File: config.mk
export PLATFORM = sky130hd
export DESIGN_NAME = wb_queue
export DESIGN_NICKNAME = d
export VERILOG_FILES = /design/src/rtl/wb_queue_pkg.sv /design/src/rtl/wb_fifo.sv /design/src/rtl/wb_queue_chk.sv /design/src/rtl/wb_queue.sv
export SDC_FILE = /design/constraint.sdc
export NUM_CORES = 1
export LEC_CHECK = 0
export ABC_AREA = 1
export CAP_MARGIN = 20
export CELL_PAD_IN_SITES_DETAIL_PLACEMENT = 1
export CELL_PAD_IN_SITES_GLOBAL_PLACEMENT = 1
export CORE_MARGIN = 2
export CORE_UTILIZATION = 25
export DETAILED_ROUTE_END_ITERATION = 8
export PLACE_DENSITY_LB_ADDON = 0.1
export SYNTH_ARGS = -nofsm -noshare
export SYNTH_HDL_FRONTEND = slang
export SYNTH_SLANG_ARGS = --single-unit
File: constraint.sdc
create_clock -name CLK -period 5.9 [get_ports CLK]
set_input_delay 0.59 -clock CLK [delete_from_list [all_inputs] [get_ports CLK]]
set_output_delay 0.59 -clock CLK [all_outputs]
set_load 0.01 [all_outputs]
File: src/rtl/wb_queue_pkg.sv
// Shared types and sizing for the writeback queue.
package wb_queue_pkg;
  localparam int kWbW     = 8;
  localparam int kWbD     = 4;
  localparam int kWbDepth = 4;

  typedef struct packed {
    logic [kWbD-1:0] addr;
    logic [kWbW-1:0] data;
  } wb_entry_t;

  // Producers must hold whenever fewer than two free slots remain.
  function automatic logic stall_for(input int depth, input int count);
    return (depth - count) < 32'sd2;
  endfunction
endpackage

File: src/rtl/wb_fifo.sv
// Circular buffer with 0/1/2 pushes and 0/1 pop per cycle plus a pending-address
// compare across the valid entries.
module wb_fifo
  import wb_queue_pkg::*;
#(
  parameter int W     = kWbW,
  parameter int D     = kWbD,
  parameter int DEPTH = kWbDepth,
  localparam int AW   = $clog2(DEPTH),
  localparam int CW   = $clog2(DEPTH + 1)
) (
  input  logic          clk,
  input  logic          reset,
  input  logic [1:0]    push_n,
  input  logic [D-1:0]  push0_addr,
  input  logic [W-1:0]  push0_data,
  input  logic [D-1:0]  push1_addr,
  input  logic [W-1:0]  push1_data,
  input  logic          pop,
  output logic [D-1:0]  head_addr,
  output logic [W-1:0]  head_data,
  output logic [CW-1:0] count,
  input  logic [D-1:0]  chk_addr,
  output logic          chk_hit
);
  logic [D-1:0]  addr_r [DEPTH];
  logic [W-1:0]  data_r [DEPTH];
  logic [AW-1:0] rd_ptr_r;
  logic [AW-1:0] wr_ptr_r;
  logic [AW-1:0] wr_ptr1_s;
  logic [CW-1:0] count_r;
  logic [AW-1:0] off_s [DEPTH];

  assign wr_ptr1_s = wr_ptr_r + AW'(1);
  assign head_addr = addr_r[rd_ptr_r];
  assign head_data = data_r[rd_ptr_r];
  assign count     = count_r;

  // Entry storage; the first push is the older instruction and lands at wr_ptr.
  always_ff @(posedge clk) begin
    if (push_n != 2'd0) begin
      addr_r[wr_ptr_r] <= push0_addr;
      data_r[wr_ptr_r] <= push0_data;
    end
    if (push_n == 2'd2) begin
      addr_r[wr_ptr1_s] <= push1_addr;
      data_r[wr_ptr1_s] <= push1_data;
    end
  end

  // Pointers wrap naturally at AW bits since DEPTH is a power of two.
  always_ff @(posedge clk) begin
    if (reset) begin
      rd_ptr_r <= '0;
      wr_ptr_r <= '0;
      count_r  <= '0;
    end else begin
      rd_ptr_r <= rd_ptr_r + AW'(pop);
      wr_ptr_r <= wr_ptr_r + AW'(push_n);
      count_r  <= count_r + CW'(push_n) - CW'(pop);
    end
  end

  // An entry is live when its distance from the head is below count.
  always_comb begin
    chk_hit = 1'b0;
    for (int i = 0; i < DEPTH; i++) begin
      off_s[i] = AW'(i) - rd_ptr_r;
      chk_hit  = chk_hit | ((CW'(off_s[i]) < count_r) & (addr_r[i] == chk_addr));
    end
  end
endmodule

File: src/rtl/wb_queue_chk.sv
// Structural checks for the writeback queue.
module wb_queue_chk #(
  parameter int DEPTH = 4,
  localparam int CW   = $clog2(DEPTH + 1)
) (
  input logic          clk,
  input logic          reset,
  input logic [1:0]    push_n,
  input logic [CW-1:0] count
);
  a_no_push_when_full: assert property (@(posedge clk) disable iff (reset)
    !((push_n != 2'd0) && (count == CW'(DEPTH))));
endmodule

File: src/rtl/wb_queue.sv
// Writeback queue: accepts ALU/load results, drains one per cycle to the RF port.
// Optional WB_BYPASS_EN lets the oldest offer skip an empty queue (latency 1).
module wb_queue
  import wb_queue_pkg::*;
#(
  parameter int W     = kWbW,
  parameter int D     = kWbD,
  parameter int DEPTH = kWbDepth
) (
  input  logic         CLK,
  input  logic         reset,
  input  logic         alu_valid,
  input  logic [D-1:0] alu_addr,
  input  logic [W-1:0] alu_data,
  input  logic         ld_valid,
  input  logic [D-1:0] ld_addr,
  input  logic [W-1:0] ld_data,
  output logic         stall,
  output logic         write_en,
  output logic [D-1:0] waddr,
  output logic [W-1:0] wdata,
  input  logic [D-1:0] chk_addr,
  output logic         chk_hit
);
  localparam int CW = $clog2(DEPTH + 1);

  logic          ld_acc_s;
  logic          alu_acc_s;
  logic          pop_s;
  logic          byp_s;
  logic [1:0]    push_n_s;
  logic [D-1:0]  push0_addr_s;
  logic [W-1:0]  push0_data_s;
  logic [D-1:0]  byp_addr_s;
  logic [W-1:0]  byp_data_s;
  logic [D-1:0]  head_addr_s;
  logic [W-1:0]  head_data_s;
  logic [CW-1:0] count_s;
  logic          fifo_hit_s;

  assign stall     = stall_for(DEPTH, int'(count_s));
  assign ld_acc_s  = ld_valid & ~stall;
  assign alu_acc_s = alu_valid & ~stall;
  assign pop_s     = (count_s != CW'(0));

`ifdef WB_BYPASS_EN
  assign byp_s = (count_s == CW'(0)) & (ld_acc_s | alu_acc_s);
`else
  assign byp_s = 1'b0;
`endif

  assign byp_addr_s = ld_acc_s ? ld_addr : alu_addr;
  assign byp_data_s = ld_acc_s ? ld_data : alu_data;

  // Enqueue selection: the load is older and goes first; a bypassed offer is not queued.
  always_comb begin
    push_n_s     = 2'd0;
    push0_addr_s = alu_addr;
    push0_data_s = alu_data;
    if (byp_s) begin
      push_n_s = {1'b0, ld_acc_s & alu_acc_s};
    end else if (ld_acc_s) begin
      push_n_s     = {1'b0, alu_acc_s} + 2'd1;
      push0_addr_s = ld_addr;
      push0_data_s = ld_data;
    end else begin
      push_n_s = {1'b0, alu_acc_s};
    end
  end

  wb_fifo #(.W(W), .D(D), .DEPTH(DEPTH)) u_fifo (
    .clk        (CLK),
    .reset      (reset),
    .push_n     (push_n_s),
    .push0_addr (push0_addr_s),
    .push0_data (push0_data_s),
    .push1_addr (alu_addr),
    .push1_data (alu_data),
    .pop        (pop_s),
    .head_addr  (head_addr_s),
    .head_data  (head_data_s),
    .count      (count_s),
    .chk_addr   (chk_addr),
    .chk_hit    (fifo_hit_s)
  );

  // Output registers; address/data hold when no write is issued.
  always_ff @(posedge CLK) begin
    if (reset) begin
      write_en <= 1'b0;
      waddr    <= '0;
      wdata    <= '0;
    end else if (pop_s) begin
      write_en <= 1'b1;
      waddr    <= head_addr_s;
      wdata    <= head_data_s;
    end else if (byp_s) begin
      write_en <= 1'b1;
      waddr    <= byp_addr_s;
      wdata    <= byp_data_s;
    end else begin
      write_en <= 1'b0;
    end
  end

  assign chk_hit = fifo_hit_s | (write_en & (waddr == chk_addr));

  wb_queue_chk #(.DEPTH(DEPTH)) u_chk (
    .clk    (CLK),
    .reset  (reset),
    .push_n (push_n_s),
    .count  (count_s)
  );
endmodule

Word level (Yosys, flattened, before mapping)

Memories as Yosys holds them, arrays and structs flattened. A register that Yosys moved wholly into a read port is not among the register bits.
Cells that the tools add are included.
Widths: inputs -> output; s select.

$lt $le $gt $ge: 5
Bitwise operators: 12
Add/subtract/negate cells: 11
Reduce and logical (&&, ||, !) cells: 2
Equal/unequal tests: 6
Mux-type cells: 8

Operators by type and width:

| operator            | number |
|---|---|
| $eq 4x4->1          | 5 |
| $lt 2x3->1          | 4 |
| $mux 8              | 1 |
| $and 1x1->1         | 7 |
| $mux 1              | 5 |
| $lt 4x3->1 const B  | 1 |
| $mux 4              | 1 |
| $or 1x1->1          | 4 |
| $sub 1x2->2 const A | 2 |
| $sub 2x2->2 const A | 2 |
| $sub 3x3->4 const A | 1 |
| $add 3x2->3         | 1 |
| $reduce_bool 3->1   | 1 |
| $sub 3x1->3         | 1 |
| $add 1x1->2 const B | 1 |
| $add 2x1->2         | 1 |
| $add 2x1->2 const B | 1 |
| $add 2x2->2         | 1 |
| $eq 2x2->1 const B  | 1 |
| $mux 2              | 1 |
| $reduce_bool 2->1   | 1 |
| $not 1->1           | 1 |

RAM bits: 48
Logic and storage cells: 50
Register bits: 8
Memories: 2
Bits of input ports: 32
Output and inout bits: 15

Memories:

| memory        | words | width | read ports | clocked after memory_dff | wr ports | RTL line      | text |
|---|---|---|---|---|---|---|---|
| u_fifo.data_r | 4     | 8     | 1          | 1                        | 2        | wb_fifo.sv:27 | `logic [W-1:0] data_r [DEPTH];` |
| u_fifo.addr_r | 4     | 4     | 5          | 1                        | 2        | wb_fifo.sv:26 | `logic [D-1:0] addr_r [DEPTH];` |

Longest topological paths before layout

Word-level depth: 9
Depth in mapped cells: 15
Mapped depth without buffers: 14

By module

From an unflattened synthesis, not the netlist that was laid out.

Cell total of the unflattened synthesis: 500
Area total of the unflattened synthesis: 4229.1 um^2

By module, submodules not included:

| module   | area an instance (um^2) | seq. area each (um^2) | instances | cells an instance |
|---|---|---|---|---|
| wb_fifo  | 3430.8                  | 1581.5                | 1         | 376 |
| wb_queue | 798.3                   | 260.2                 | 1         | 124 |

Worst setup path after synthesis

No wires, ideal clock.

Path kind: reg-to-reg
Start: reg u_fifo.count_r[0], in the netlist u_fifo.count[0]
End: reg u_fifo.count_r[2], in the netlist u_fifo.count[2]
Buffers on the path: 1
Path slack: 3.120 ns
Data arrival time: 2.658 ns
Period minus slack after synthesis: 2.780 ns
Data required time: 5.778 ns
Cell stages (with the launch flop): 16
Setup time: 0.122 ns
Path through: dfxtp_1 inv_1 ha_1 ha_1 nand2_1 nand3_4 buf_6 inv_1 ha_1 inv_1 ha_1 inv_1 fa_1 xnor2_1 o21ai_0 a21oi_1

Longest elaborated chain between the ends: 8
Elaborated cells between the ends (all ways): 10
Classes of those cells: add/sub (4); order compare (1); mux (1); bitwise (3); reduce/logical (1)

Ends and longest elaborated chain:

| element                | RTL line                       | text |
|---|---|---|
| start, declared        | wb_fifo.sv:31                  | `logic [CW-1:0] count_r;` |
| start signal, assigned | wb_fifo.sv:60                  | `count_r <= count_r + CW'(push_n) - CW'(pop);` |
| $sub 3x3->4            | wb_queue_pkg.sv:14             | `return (depth - count) < 32'sd2;` |
| $lt 4x3->1             | wb_queue_pkg.sv:14             |  |
| $not 1->1              | wb_queue.sv:42, wb_queue.sv:43 |  |
| $and 1x1->1            | wb_queue.sv:43                 | `assign alu_acc_s = alu_valid & ~stall;` |
| $add 1x1->2            | wb_queue.sv:63                 | `push_n_s = {1'b0, alu_acc_s} + 2'd1;` |
| $mux 2                 | wb_queue.sv:62                 | `end else if (ld_acc_s) begin` |
| $add 3x2->3            | wb_fifo.sv:60                  |  |
| $sub 3x1->3 *          | wb_fifo.sv:60                  |  |

Mark *: on every way between the ends. The rest lies on a longest branch, timed or not.
A chain may end at the register's enable or synchronous reset.

Final worst setup path

Start: reg u_fifo.rd_ptr_r[0]
End: out chk_hit

Longest elaborated chain between the ends: 7
Elaborated cells between the ends (all ways): 16
Classes of those cells: add/sub (4); order compare (4); bitwise (8)

Ends and longest elaborated chain:

| element                  | RTL line        | text |
|---|---|---|
| start, declared          | wb_fifo.sv:28   | `logic [AW-1:0] rd_ptr_r;` |
| start signal, assigned   | wb_fifo.sv:58   | `rd_ptr_r <= rd_ptr_r + AW'(pop);` |
| $sub 1x2->2              | wb_fifo.sv:68   | `off_s[i] = AW'(i) - rd_ptr_r;` |
| $lt 2x3->1               | wb_fifo.sv:69   | `chk_hit = chk_hit \| ((CW'(off_s[i]) < count_r) & (addr_r[i] == chk_addr));` |
| $and 1x1->1              | wb_fifo.sv:69   |  |
| $or 1x1->1 (2 in series) | wb_fifo.sv:69   |  |
| $or 1x1->1 *             | wb_fifo.sv:69   |  |
| $or 1x1->1 *             | wb_queue.sv:106 | `assign chk_hit = fifo_hit_s \| (write_en & (waddr == chk_addr));` |
| end, declared            | wb_queue.sv:23  | `output logic chk_hit` |

Marks and branches as above.

==> flow_metrics.py <==
metrics = {
    "placement": {
        "place_congestion": 0.727,
        "place_hpwl_um": 7840,
        "io_buffers": 46,
        "dpl_cell_area_um2": 4530,
    },
    "power": {
        "power.leakage_nw": 1.98,
        "p_seq_share_pct": 33.5,
        "swShare_pct": 40.5,
        "p_sw_w": 0.00105,
        "combPwrFrac_pct": 45.3,
        "clkPwrFrac_pct": 21.2,
        "max-vdd-ir-drop_uv": 203,
        "intPower_w": 0.00154,
        "power_density_nw_per_um2": 536,
    },
    "global_route": {
        "grt.total_usage_pct": 13.9,
        "grt_pass1_vias": 3319,
        "grt_pass1_wl_um": 17300,
        "antenna_found_initial": 0,
        "grt_max_degree": 27,
        "overflow": 0,
    },
    "min_path": {
        "min_from": "wdata[5]",
        "hold-path-endpoint": "wdata[5]",
        "min_path_cells": 2,
        "hold_class": "flop to flop",
    },
    "layout": {
        "synthToLayoutAreaGrowth_pct": 24.9,
        "utilization_pct": 31.9,
        "fillers": 1794,
        "antenna_cells": 0,
        "multiInputGateArea_um2": 1710,
        "drive_gt1_share_pct": 8.84,
        "final_nets": 584,
        "layout.area.seq_um2": 1840,
        "fin_area_um2": 4830,
    },
    "timing": {
        "tightest_slew_ns": 1.08,
        "tns_ns": 0,
        "post-route-period-util_pct": 62.5,
        "maxSlewViolCount": 0,
        "rsz0062_at_grt": "false",
        "worst_clock_skew_ns": 0.00849,
        "hold_viol": 0,
        "slew-limit-headroom_pct": 27.6,
        "fmax_ghz": 0.271,
        "setup_viol": 0,
        "min_period_ns": 3.69,
    },
    "logic_synthesis": {
        "postSynthAreaPerCell_um2": 7.88,
        "synth_cell_types": 26,
        "synth_compound_area_share_pct": 14.0,
        "yosys-top-cells-area": "edfxtp_1 (37%), nand2_1 (17%), dfxtp_1 (10%)",
        "synth_mux_area_share_pct": 0,
        "yosysWarnings": 0,
        "synth_edf_count": 48,
        "synth-seq-area-share_pct": 47.6,
        "syn_area_um2": 3870,
        "netlist_top_cells_count": "nand2_1 (172), inv_1 (59), edfxtp_1 (48)",
        "synthesis.nets": 537,
        "synth_top_family_by_area": "simple AND/OR/NAND/NOR gates",
        "synth_seq_cells": 68,
        "synth_cells": 491,
        "synth-xor-area-share_pct": 1.36,
        "synthArstFlopShare_pct": 0,
        "yosysTopAreaCell": "edfxtp_1",
        "synth-simple-area-share_pct": 24.1,
        "synth_most_common_cell": "nand2_1",
        "yosysTopAreaCellShare_pct": 37.2,
        "synth_adder_area_share_pct": 4.72,
        "ys.flop_type": "edfxtp_1",
    },
    "floorplanning": {
        "core_um2": 15100,
        "initial_core_util_pct": 25.6,
        "rows": 45,
        "die_y_um": 128,
        "dieArea_um2": 16500,
        "die_w_um": 128,
        "pin_count": 47,
    },
    "worst_setup_path": {
        "worst_ep_arrival_time_ns": 3.10,
        "critPathLaunchType": "flop",
        "crit_buf_inv": 3,
        "required_ns": 5.31,
        "path_delay_family": "simple AND/OR/NAND/NOR gates",
        "crit_fanout": 13,
        "crit_slowest_cell": "nor2_1",
        "cp-end-kind": "primary output",
        "path_class": "flop to primary output",
        "crit_path_cell_trace": "inv_1, nor2_1, nor2_1, inv_1, ha_1, a21oi_1, nor2_1, nor2_1, nor2_1, nand2_1, clkdlybuf4s50_1",
        "rr_worst_depth": 14,
        "r2r_slack_ns": 2.70,
        "reg2reg_to": "u_fifo.count[2]",
        "slowest_delay_ns": 0.82,
        "worst_path_most_repeated_cell": "nor2_1",
        "regToRegStartpoint": "u_fifo.count[0]",
    },
    "run": {
        "cap_violations": 0,
    },
    "run_status": {
        "status": "finished, final reports clean",
    },
    "clock_tree": {
        "cts_sinks": 68,
        "clkLatencyLatePin_ns": 0.33,
        "cts_hold_buf": 0,
        "cts_buffer_depth": 2,
        "postCtsSetupRepairBufs": 0,
        "numCtsBuffers": 9,
        "cts_tree": "done",
        "cts_root_buf": "clkbuf_16",
        "post_cts_resized": 0,
        "clk_pin_slew_worst_paths_ns": 0.05,
        "cts_max_level": 3,
    },
    "drt": {
        "drt_iter0_markers": 113,
        "first_pass_iters": 4,
        "vias": 3242,
        "totalWireLength_um": 11000,
        "ant_nets": 0,
        "drc": 0,
        "wl_per_cell_um": 15.1,
        "viasPerCell": 4.44,
    },
}
power by group through the flow:
| stage | sequential [W] | combinational [W] | clock (W) |
|---|---|---|---|
| floorplan | 0.000866 | 0.000789 | 0 |
| global placement | 0.000878 | 0.00119 | 0 |
| detailed placement | 0.000882 | 0.00121 | 0 |
| CTS | 0.000873 | 0.00121 | 0.000559 |
| global route | 0.000894 | 0.00136 | 0.000579 |
| finish | 0.000869 | 0.00117 | 0.000549 |
cells by family after synthesis:
logic type               count (synthesis)
AO/OA/AOI/OAI                           89
XOR/XNOR                                 6
adder cells (fa/ha/maj)                 14
flip-flops                              68
AND/OR/NAND/NOR                        236
buffers and inverters                   78
cell type report:
| type | instances | area share [%] |
|---|---|---|
| clock inverter | 7 | 1.58 |
| clock buffer | 9 | 4.66 |
| inverter | 60 | 4.66 |
| timing repair buffer | 54 | 10.8 |
| tap | 188 | 4.87 |
| sequential | 68 | 38.1 |
| multi-input combinational | 345 | 35.4 |
placed cells by master, fill, tap and decap left out:
cell type        count
nand2_1            172
inv_1               59
edfxtp_1            48
nor2_1              47
clkdlybuf4s50_1     46
o21ai_1             40
o21ai_2             21
dfxtp_1             20
o21ai_0             15
ha_1                13
nand4_1              9
clkbuf_16            9
buf_4                8
nand3_1              5
xor2_1               4
o22ai_1              3
a21oi_1              3
a22oi_1              3
a31oi_1              3
xnor2_1              2
clkinv_2             2
clkinv_4             2
nand3_4              1
inv_2                1
nor3_1               1
or2_2                1
a21boi_0             1
fa_1                 1
clkinvlp_4           1
inv_8                1
bufinv_16            1
stage by stage:
step                      hold WS (ns)  power (W)  cells  setup slack, ns
after global placement           0.511    0.00207    715             2.61
after CTS                        0.536    0.00265    731             2.15
after floorplan                  0.496    0.00165    491             3.12
after detailed placement         0.518    0.00209    715             2.53
after global routing             0.561    0.00283    731             1.93
final                            0.531    0.00259    731             2.21
worst register-to-register path, stage by stage, from the launching register on:
cell and delay, ns:
dfxtp_1 0.40, inv_1 0.09, ha_1 0.20, ha_1 0.27, nand2_1 0.16, nand3_4 0.35, inv_1 0.16, ha_1 0.17
inv_1 0.11, ha_1 0.29, inv_1 0.06, fa_1 0.43, xnor2_1 0.20, o21ai_0 0.10, a21oi_1 0.13
sequential cells by signal (all words and copies together), names as in the netlist:
signal	count
write_en	1
u_fifo.rd_ptr_r	2
wdata	8
u_fifo.data_r	32
waddr	4
u_fifo.addr_r	16
u_fifo.wr_ptr_r	2
u_fifo.count	3
how the worst max path moves through the flow:
stage	end	depth (start not counted)	start
final	chk_hit	11	u_fifo.rd_ptr_r[0]
after global routing	chk_hit	11	u_fifo.rd_ptr_r[0]
after CTS	chk_hit	11	u_fifo.rd_ptr_r[0]
after detailed placement	chk_hit	11	u_fifo.rd_ptr_r[0]
after global placement	chk_hit	11	u_fifo.rd_ptr_r[1]
after floorplan	u_fifo.count[2]	15	u_fifo.count[0]
metal layers:
layer | up-vias | part of all wire [%] | track usage (%)
met1 | 1507 | 48 | 17.5
met2 | 46 | 49 | 24.8
li1 | 1681 | - | -
met4 | 0 | 0.96 | 3.49
met3 | 8 | 2.3 | 2.37
met5 | - | 0 | 0
(Power assumes the default switching activity.)
